--- config.mk ---
export PLATFORM = sky130hd
export DESIGN_NAME = dmem_mmio_responder
export DESIGN_NICKNAME = d
export VERILOG_FILES = /design/src/rtl/dmem_mmio_responder.sv
export SDC_FILE = /design/constraint.sdc
export NUM_CORES = 1
export LEC_CHECK = 0
export CELL_PAD_IN_SITES_DETAIL_PLACEMENT = 1
export CELL_PAD_IN_SITES_GLOBAL_PLACEMENT = 1
export CORE_ASPECT_RATIO = 1.25
export CORE_MARGIN = 5
export CORE_UTILIZATION = 43
export CTS_CLUSTER_SIZE = 40
export DETAILED_ROUTE_END_ITERATION = 10
export PLACE_DENSITY_LB_ADDON = 0.1
export SYNTH_ARGS = -nofsm -noshare
export SYNTH_HDL_FRONTEND = slang
export SYNTH_SLANG_ARGS = --single-unit
--- constraint.sdc ---
create_clock -name clock -period 7.13 [get_ports clock]
set_input_delay 1.426 -clock clock [delete_from_list [all_inputs] [get_ports clock]]
set_output_delay 1.426 -clock clock [all_outputs]
set_load 0.1 [all_outputs]
--- src/rtl/dmem_mmio_responder.sv ---
`timescale 1ns/1ps
// dmem_mmio_responder
// Splits the processor's 12-bit data-memory space into RAM and an MMIO window.
// The MMIO window holds a keyboard scancode FIFO, a frame-tick counter and an LED
// register. All reads are combinational from the current registers; all writes
// take effect on the rising edge where wren is sampled.
//
// Keyboard input handshake: kb_valid is a one-cycle strobe with no back-pressure.
// Every cycle where kb_valid is high presents one scancode on kb_data, and the
// responder accepts it on that edge unconditionally. When the FIFO is full and no
// pop happens on the same edge, the byte is dropped and the sticky ovf flag is set.
module dmem_mmio_responder #(
    parameter logic [11:0] MMIO_BASE = 12'hF00,
    parameter int          KB_DEPTH  = 8,
    parameter int          TICK_DIV  = 833333
) (
    input  logic        clock,
    input  logic        reset,
    input  logic [11:0] address_dmem,
    input  logic [31:0] data,
    input  logic        wren,
    output logic [31:0] q_dmem,
    output logic        ram_wren,
    input  logic [31:0] q_ram,
    input  logic        kb_valid,
    input  logic [7:0]  kb_data,
    output logic [15:0] led,
    output logic        tick_pulse
);

    localparam int PTR_W = $clog2(KB_DEPTH);
    localparam int CNT_W = $clog2(KB_DEPTH + 1);
    localparam int PRE_W = $clog2(TICK_DIV);

    localparam logic [CNT_W-1:0] CNT_FULL = CNT_W'(KB_DEPTH);
    localparam logic [PRE_W-1:0] PRE_LAST = PRE_W'(TICK_DIV - 1);

    // Register offsets inside the MMIO window
    localparam logic [11:0] OFF_KEY_DATA = 12'd0;
    localparam logic [11:0] OFF_KEY_POP  = 12'd1;
    localparam logic [11:0] OFF_TICK     = 12'd2;
    localparam logic [11:0] OFF_LED      = 12'd3;

    // ------------------------------------------------------------------
    // State
    // ------------------------------------------------------------------
    logic [7:0]       fifo_mem_q [KB_DEPTH];
    logic [7:0]       fifo_mem_d [KB_DEPTH];
    logic [PTR_W-1:0] wr_ptr_q, wr_ptr_d;
    logic [PTR_W-1:0] rd_ptr_q, rd_ptr_d;
    logic [CNT_W-1:0] count_q, count_d;
    logic             ovf_q, ovf_d;

    logic [PRE_W-1:0] prescaler_q, prescaler_d;
    logic [31:0]      tick_count_q, tick_count_d;
    logic             tick_pulse_q, tick_pulse_d;

    logic [15:0]      led_q, led_d;

    // ------------------------------------------------------------------
    // Decode
    // ------------------------------------------------------------------
    logic        mmio;
    logic [11:0] mmio_off;
    logic        pop_wr;
    logic        tick_wr;
    logic        led_wr;

    // Address decode and per-register write strobes
    always_comb begin
        mmio     = (address_dmem >= MMIO_BASE);
        mmio_off = address_dmem - MMIO_BASE;
        ram_wren = wren & ~mmio;
        pop_wr   = wren & mmio & (mmio_off == OFF_KEY_POP);
        tick_wr  = wren & mmio & (mmio_off == OFF_TICK);
        led_wr   = wren & mmio & (mmio_off == OFF_LED);
    end

    // ------------------------------------------------------------------
    // Keyboard FIFO
    // ------------------------------------------------------------------
    logic fifo_empty;
    logic fifo_full;
    logic do_pop;
    logic do_push;

    // A pop frees a slot on the same edge, so a push into a full FIFO still lands
    // when it coincides with a pop; a pop on an empty FIFO is ignored.
    always_comb begin
        fifo_empty = (count_q == '0);
        fifo_full  = (count_q == CNT_FULL);
        do_pop     = pop_wr & ~fifo_empty;
        do_push    = kb_valid & (~fifo_full | do_pop);
    end

    // Next-state for storage, pointers, occupancy and the sticky overflow flag
    always_comb begin
        fifo_mem_d = fifo_mem_q;
        wr_ptr_d   = wr_ptr_q;
        rd_ptr_d   = rd_ptr_q;
        count_d    = count_q;
        ovf_d      = ovf_q;

        if (do_push) begin
            fifo_mem_d[wr_ptr_q] = kb_data;
            wr_ptr_d             = wr_ptr_q + PTR_W'(1);
        end
        if (do_pop) begin
            rd_ptr_d = rd_ptr_q + PTR_W'(1);
        end

        case ({do_push, do_pop})
            2'b10:   count_d = count_q + CNT_W'(1);
            2'b01:   count_d = count_q - CNT_W'(1);
            default: count_d = count_q;
        endcase

        // Any KEY_POP write acknowledges the overflow, whether or not data was popped
        if (pop_wr) begin
            ovf_d = 1'b0;
        end else if (kb_valid && fifo_full) begin
            ovf_d = 1'b1;
        end
    end

    // ------------------------------------------------------------------
    // Frame tick and LED register
    // ------------------------------------------------------------------

    // Prescaler/tick counter next-state; a software TICK write beats a natural tick
    always_comb begin
        prescaler_d  = prescaler_q;
        tick_count_d = tick_count_q;
        tick_pulse_d = 1'b0;

        if (tick_wr) begin
            tick_count_d = data;
            prescaler_d  = '0;
        end else if (prescaler_q == PRE_LAST) begin
            prescaler_d  = '0;
            tick_count_d = tick_count_q + 32'd1;
            tick_pulse_d = 1'b1;
        end else begin
            prescaler_d = prescaler_q + PRE_W'(1);
        end
    end

    // LED register next-state
    always_comb begin
        led_d = led_q;
        if (led_wr) begin
            led_d = data[15:0];
        end
    end

    // ------------------------------------------------------------------
    // Read mux
    // ------------------------------------------------------------------
    logic [7:0]  fifo_head;
    logic [31:0] mmio_rdata;

    // MMIO read data from current registers, then RAM/MMIO select
    always_comb begin
        fifo_head = fifo_empty ? 8'h00 : fifo_mem_q[rd_ptr_q];
        case (mmio_off)
            OFF_KEY_DATA: mmio_rdata = {22'b0, ovf_q, ~fifo_empty, fifo_head};
            OFF_TICK:     mmio_rdata = tick_count_q;
            OFF_LED:      mmio_rdata = {16'b0, led_q};
            default:      mmio_rdata = 32'd0;
        endcase
        q_dmem = mmio ? mmio_rdata : q_ram;
    end

    // ------------------------------------------------------------------
    // Registers
    // ------------------------------------------------------------------

    // All state updates; reset discards FIFO contents and overrides same-edge activity
    always_ff @(posedge clock) begin
        if (reset) begin
            for (int i = 0; i < KB_DEPTH; i++) begin
                fifo_mem_q[i] <= 8'h00;
            end
            wr_ptr_q     <= '0;
            rd_ptr_q     <= '0;
            count_q      <= '0;
            ovf_q        <= 1'b0;
            prescaler_q  <= '0;
            tick_count_q <= 32'd0;
            tick_pulse_q <= 1'b0;
            led_q        <= 16'h0000;
        end else begin
            fifo_mem_q   <= fifo_mem_d;
            wr_ptr_q     <= wr_ptr_d;
            rd_ptr_q     <= rd_ptr_d;
            count_q      <= count_d;
            ovf_q        <= ovf_d;
            prescaler_q  <= prescaler_d;
            tick_count_q <= tick_count_d;
            tick_pulse_q <= tick_pulse_d;
            led_q        <= led_d;
        end
    end

    assign led        = led_q;
    assign tick_pulse = tick_pulse_q;

endmodule

**Yosys cells after proc, flatten, opt, wreduce, memory -nomap -nowiden**

Cells that the tools add are included.

- Bitwise gates (word level): 13
- Add/sub/neg operators: 7
- Reduce and logical (&&, ||, !) cells: 9
- Mux-type cells: 13
- Equality and inequality tests: 7
- Magnitude comparators: 4

Operators by type and width:

| operator | count |
|---|---|
| 32-bit two-way mux | 3 |
| 32-bit case mux with 3 select lines | 1 |
| 64-bit bitwise mux | 1 |
| 32-bit by 1-bit adder with 32-bit output (second input constant) | 1 |
| 8-bit two-way mux | 4 |
| 8-bit binary-select mux with 3-bit select | 1 |
| 8-bit demux with 3-bit select | 1 |
| 12-bit by 2-bit == test with 1-bit output (second input constant) | 2 |
| 20-bit by 1-bit adder with 20-bit output (second input constant) | 1 |
| 20-bit == test (second input constant) | 1 |
| 12-bit by 1-bit == test with 1-bit output (second input constant) | 1 |
| 12-bit greater-or-equal comparator (second input constant) | 1 |
| 12-bit zero test | 1 |
| 12-bit subtractor (second input constant) | 1 |
| 4-bit greater-or-equal comparator (second input constant) | 2 |
| 3-bit inverter with 4-bit output | 2 |
| 4-bit case mux with 2 select lines | 1 |
| 1-bit bitwise AND | 7 |
| 3-bit by 1-bit adder with 3-bit output (second input constant) | 2 |
| 4-bit by 1-bit adder with 4-bit output (second input constant) | 1 |
| 4-bit == test (second input constant) | 1 |
| 4-bit zero test | 1 |
| 4-bit by 1-bit < comparator with 1-bit output (second input constant) | 1 |
| 2-bit nonzero test | 2 |
| 9 further kinds | 13 |

- Logic and storage cells: 69
- Input port bits: 88
- Bits in registers: 144
- Output and inout bits: 50

**Longest topological paths before layout**

- Depth after elaboration: 8
- Depth in mapped cells: 11
- Gate-level depth less buffers: 10

**Worst setup path after synthesis**

No wires, ideal clock.

- Kind: input to output
- Start point: input address_dmem[5]
- End point: output q_dmem[9]
- Path buffers: 1
- Slack: 1.139 ns
- Required time: 5.704 ns
- Arrival time: 4.565 ns
- Stages: 4
- Cells stage by stage: or4_4 or3_1 buf_2 o21ai_0

- Longest elaborated chain between the ends: 4
- Elaborated cells on any way between the ends: 7
- Those cells by class: 1 x add/sub; 1 x order compare; 2 x eq/ne; 2 x mux; 1 x reduce/logical

RTL lines:

| element | RTL line | text |
|---|---|---|
| from (decl) | 19 | `input logic [11:0] address_dmem,` |
| 12-bit subtractor | 72 | `mmio_off = address_dmem - MMIO_BASE;` |
| 12-bit by 2-bit == test with 1-bit output / 12-bit zero test (equally long branches) | 165 | `case (mmio_off)` |
| 32-bit case mux with 3 select lines | 165 |  |
| 32-bit two-way mux * | 171 | `q_dmem = mmio ? mmio_rdata : q_ram;` |
| to (decl) | 22 | `output logic [31:0] q_dmem,` |

Mark *: on every way between the ends. The rest lies on a longest branch, timed or not.

**Final worst setup path**

- Start point: input address_dmem[5]
- End point: output q_dmem[3]

Same word-level chain as after synthesis.

==> flow_summary.ini <==
[synthesis]
synthesized_netlist_cell_count = 807
post_synth_top_cells = dfxtp_1, nor2_1, nand2_1
synth_top_cells_by_area = dfxtp_1, mux2i_1, nor2_1
ys_seq_elements = 144
synth_sequential_area_ratio_pct = 38.68
synth_edf_count = 0
most_common_cell_in_the_netlist = dfxtp_1
synth.avg_cell_area_um2 = 9.236
total_standard_cell_area_after_synthesis_um2 = 7453
yosysTopAreaCellShare_pct = 38.68
top_cell_type_by_total_area_after_synthesis = dfxtp_1
post_synth_num_cell_types = 52
yosys_warnings = 0
share_of_synthesized_registers_carrying_an_async_set_or_reset_pct = 0
synthesis.nets = 903
synth_ff_type = dfxtp_1

[place]
post_detailed_placement_half_perimeter_wirelength_um = 16470
io_buffer_count = 137
place_inst = 1113
globalplace.congestion = 0.8352

[floorplan]
ios = 138
fp-row-count = 53
placeable_core_region_um2 = 16910
die_w_um = 127.8
die_footprint_um2 = 20080
die_h_um = 157.2
initial_core_util_pct = 44.08

[clocking]
clock_insertion_delay_worst_skew_ps = 430
clkTransAtPathRegs_ps = 60
clk_path_buf_depth = 2
tritoncts_num_sinks = 144
tritoncts = yes
ctsResizeCount = 0
ctsRootBufferMaster = clkbuf_16
cts_buffers = 17
cts_setup_buffers = 0
cts.htree.levels = 4
postCtsHoldBufs = 0

[worst_setup_path]
worst-path-max-fanout = 14
worst-setup-path-type = in2out
timing.critical_path.buf_inv = 2
timing.critical_path.required_ps = 5700
ff2ff_setup_slack_ps = 3710
crit_path_start_kind = primary input
cpLargestDelayFamily = simple AND/OR/NAND/NOR gates
crit_arrival_ps = 4600
crit_chain = clkdlybuf4s50_1, or4_4, or3_1, nor3b_2, a222oi_1, nand2_1, buf_4
cp-end-kind = output port
cpPeakStageDelay_ps = 1000
cpMaxStageDelayCell = nor3b_2

[cells_and_area]
multiInputGateArea_um2 = 4260
drive_gt1_share_pct = 15.89
finish.cell_count_without_fillers = 1145
n_fill_cell = 1918
layout.nets = 1008
synthToLayoutAreaGrowth_pct = 26.56
regArea_um2 = 2883
insertedDiodeCount = 0

[drt]
routedWlPerCell_um = 20.22
detail_route.iter0.violations = 392
postRouteWirelength_um = 23150
final_antenna_net_count = 0
met1Wirelength_um = 9201
routed-via-count = 6499
met2RoutedLength_um = 12070
routed.top_layer = met4
met3_wirelength_um = 1181
drt_first_pass_iters = 6
post_drt_via_cell_ratio = 5.676
drt_drc = 0

[grt]
grt_overflow = 0
grt_antenna_before_repair = 0
first_pass_grt_wire_length_um = 36900
grt_max_degree = 95
grtUsageTotal_pct = 23.23
via_count_of_the_first_global_routing_pass = 6962

[sta]
grt_setup_unrepaired = false
timing.final.setup_violations = 0
report.final.hold_viol_count = 0
finalSetupTns_ps = 0
clock.fmax_mhz = 166.1
worst_pin_slew_ps = 1242
clock-skew-final_ps = 6.015
layout_worst_path_cycle_share_pct = 84.46
slew_viol_final = 0
relSlewSlack_pct = 16.63
post-route-min-period_ps = 6022

[power_and_ir_drop]
power.density_cell_area_nw_per_um2 = 209.1
irDropWorstVdd_v = 0.0001942
power_leakage_nw = 3.378

[outcome]
outcome = complete, no violations

[worst_hold_path]
timing.hold.worst.class = reg2reg

[job]
max_cap_violations = 0
metrics by stage:
stage                     cell area [um^2]  worst slack [ps]  utilization [%]  hold slack (ps)  total power, mW
after CTS                             9433              1177            55.78            470.9            1.994
final                                 9433              1108            55.78            466.3            1.973
after global placement                8848              1268            52.33            461.3            1.091
after floorplan                       7453              1139                -            451.9            1.003
after detailed placement              8848              1183            52.33            462.0            1.097
after global routing                  9433             974.1            55.78            486.2            2.044
per-layer routing:
metal	global-route usage, %	vias up
met4	10.01	0
li1	-	3087
met5	0	-
met3	4.616	46
met1	26.41	3179
met2	42.06	187
layout make-up:
cell class / count / area share [%]
clock buffers: 17 / 4.510
multi-input cells: 591 / 45.17
well taps: 220 / 2.918
repair buffers: 147 / 14.72
inverters: 11 / 0.4377
flip-flops and latches: 144 / 30.56
clock inverters: 15 / 1.685
sequential cells by signal (all words and copies together), names as in the netlist:
signal and cells:
count_q 4, fifo_mem_q 64, led 16, ovf_q 1, prescaler_q 20, rd_ptr_q 3, tick_count_q 32, tick_pulse 1
wr_ptr_q 3
worst paths after layout:
kind | from | endpoint | depth (start not counted)
worst min-delay path | led[14]$_SDFFE_PP0P_ | led[14]$_SDFFE_PP0P_ | 2
worst max register to register | prescaler_q[18]$_SDFF_PP0_ | prescaler_q[7]$_SDFF_PP0_ | 5
worst min register to register | led[14]$_SDFFE_PP0P_ | led[14]$_SDFFE_PP0P_ | 2
worst max-delay path | address_dmem[5] | q_dmem[3] | 7
placed cells by master (no fill, tap or decap), drive strengths merged, types with 22 or more instances in the layout:
master	n
nor2	130
inv	22
a211oi	36
nand2	84
buf	43
xnor2	38
mux2i	67
dfxtp	144
nor4	24
clkdlybuf4s50	104
a21oi	22
worst reg2reg max path, stage by stage, from the launching register on:
cell and delay, ps:
dfxtp_1 370, nor4bb_1 750, nand3_1 850, or2_2 600
nand3b_1 570, nor2_1 130
where the power goes:
| group | internal [mW] | switching, mW | total [mW] | leakage, nW |
|---|---|---|---|---|
| clock network | 0.497 | 0.396 | 0.893 | 0.286 |
| logic | 0.0949 | 0.157 | 0.252 | 1.93 |
| registers | 0.816 | 0.0112 | 0.827 | 1.16 |
| total | 1.41 | 0.565 | 1.97 | 3.38 |
kinds of logic (layout without fill, tap and decap cells):
| kind of cell | Yosys count | after routing | share of synthesized area (%) |
|---|---|---|---|
| simple gates | 334 | 334 | 21.45 |
| flops | 144 | 144 | 38.68 |
| compound gates | 100 | 100 | 12.32 |
| mux | 92 | 92 | 15.19 |
| buf+inv | 72 | 190 | 4.314 |
| xor+xnor | 57 | 57 | 6.698 |
| fa+ha+maj | 8 | 8 | 1.343 |
Note: power is estimated with default switching activity, not from simulation.
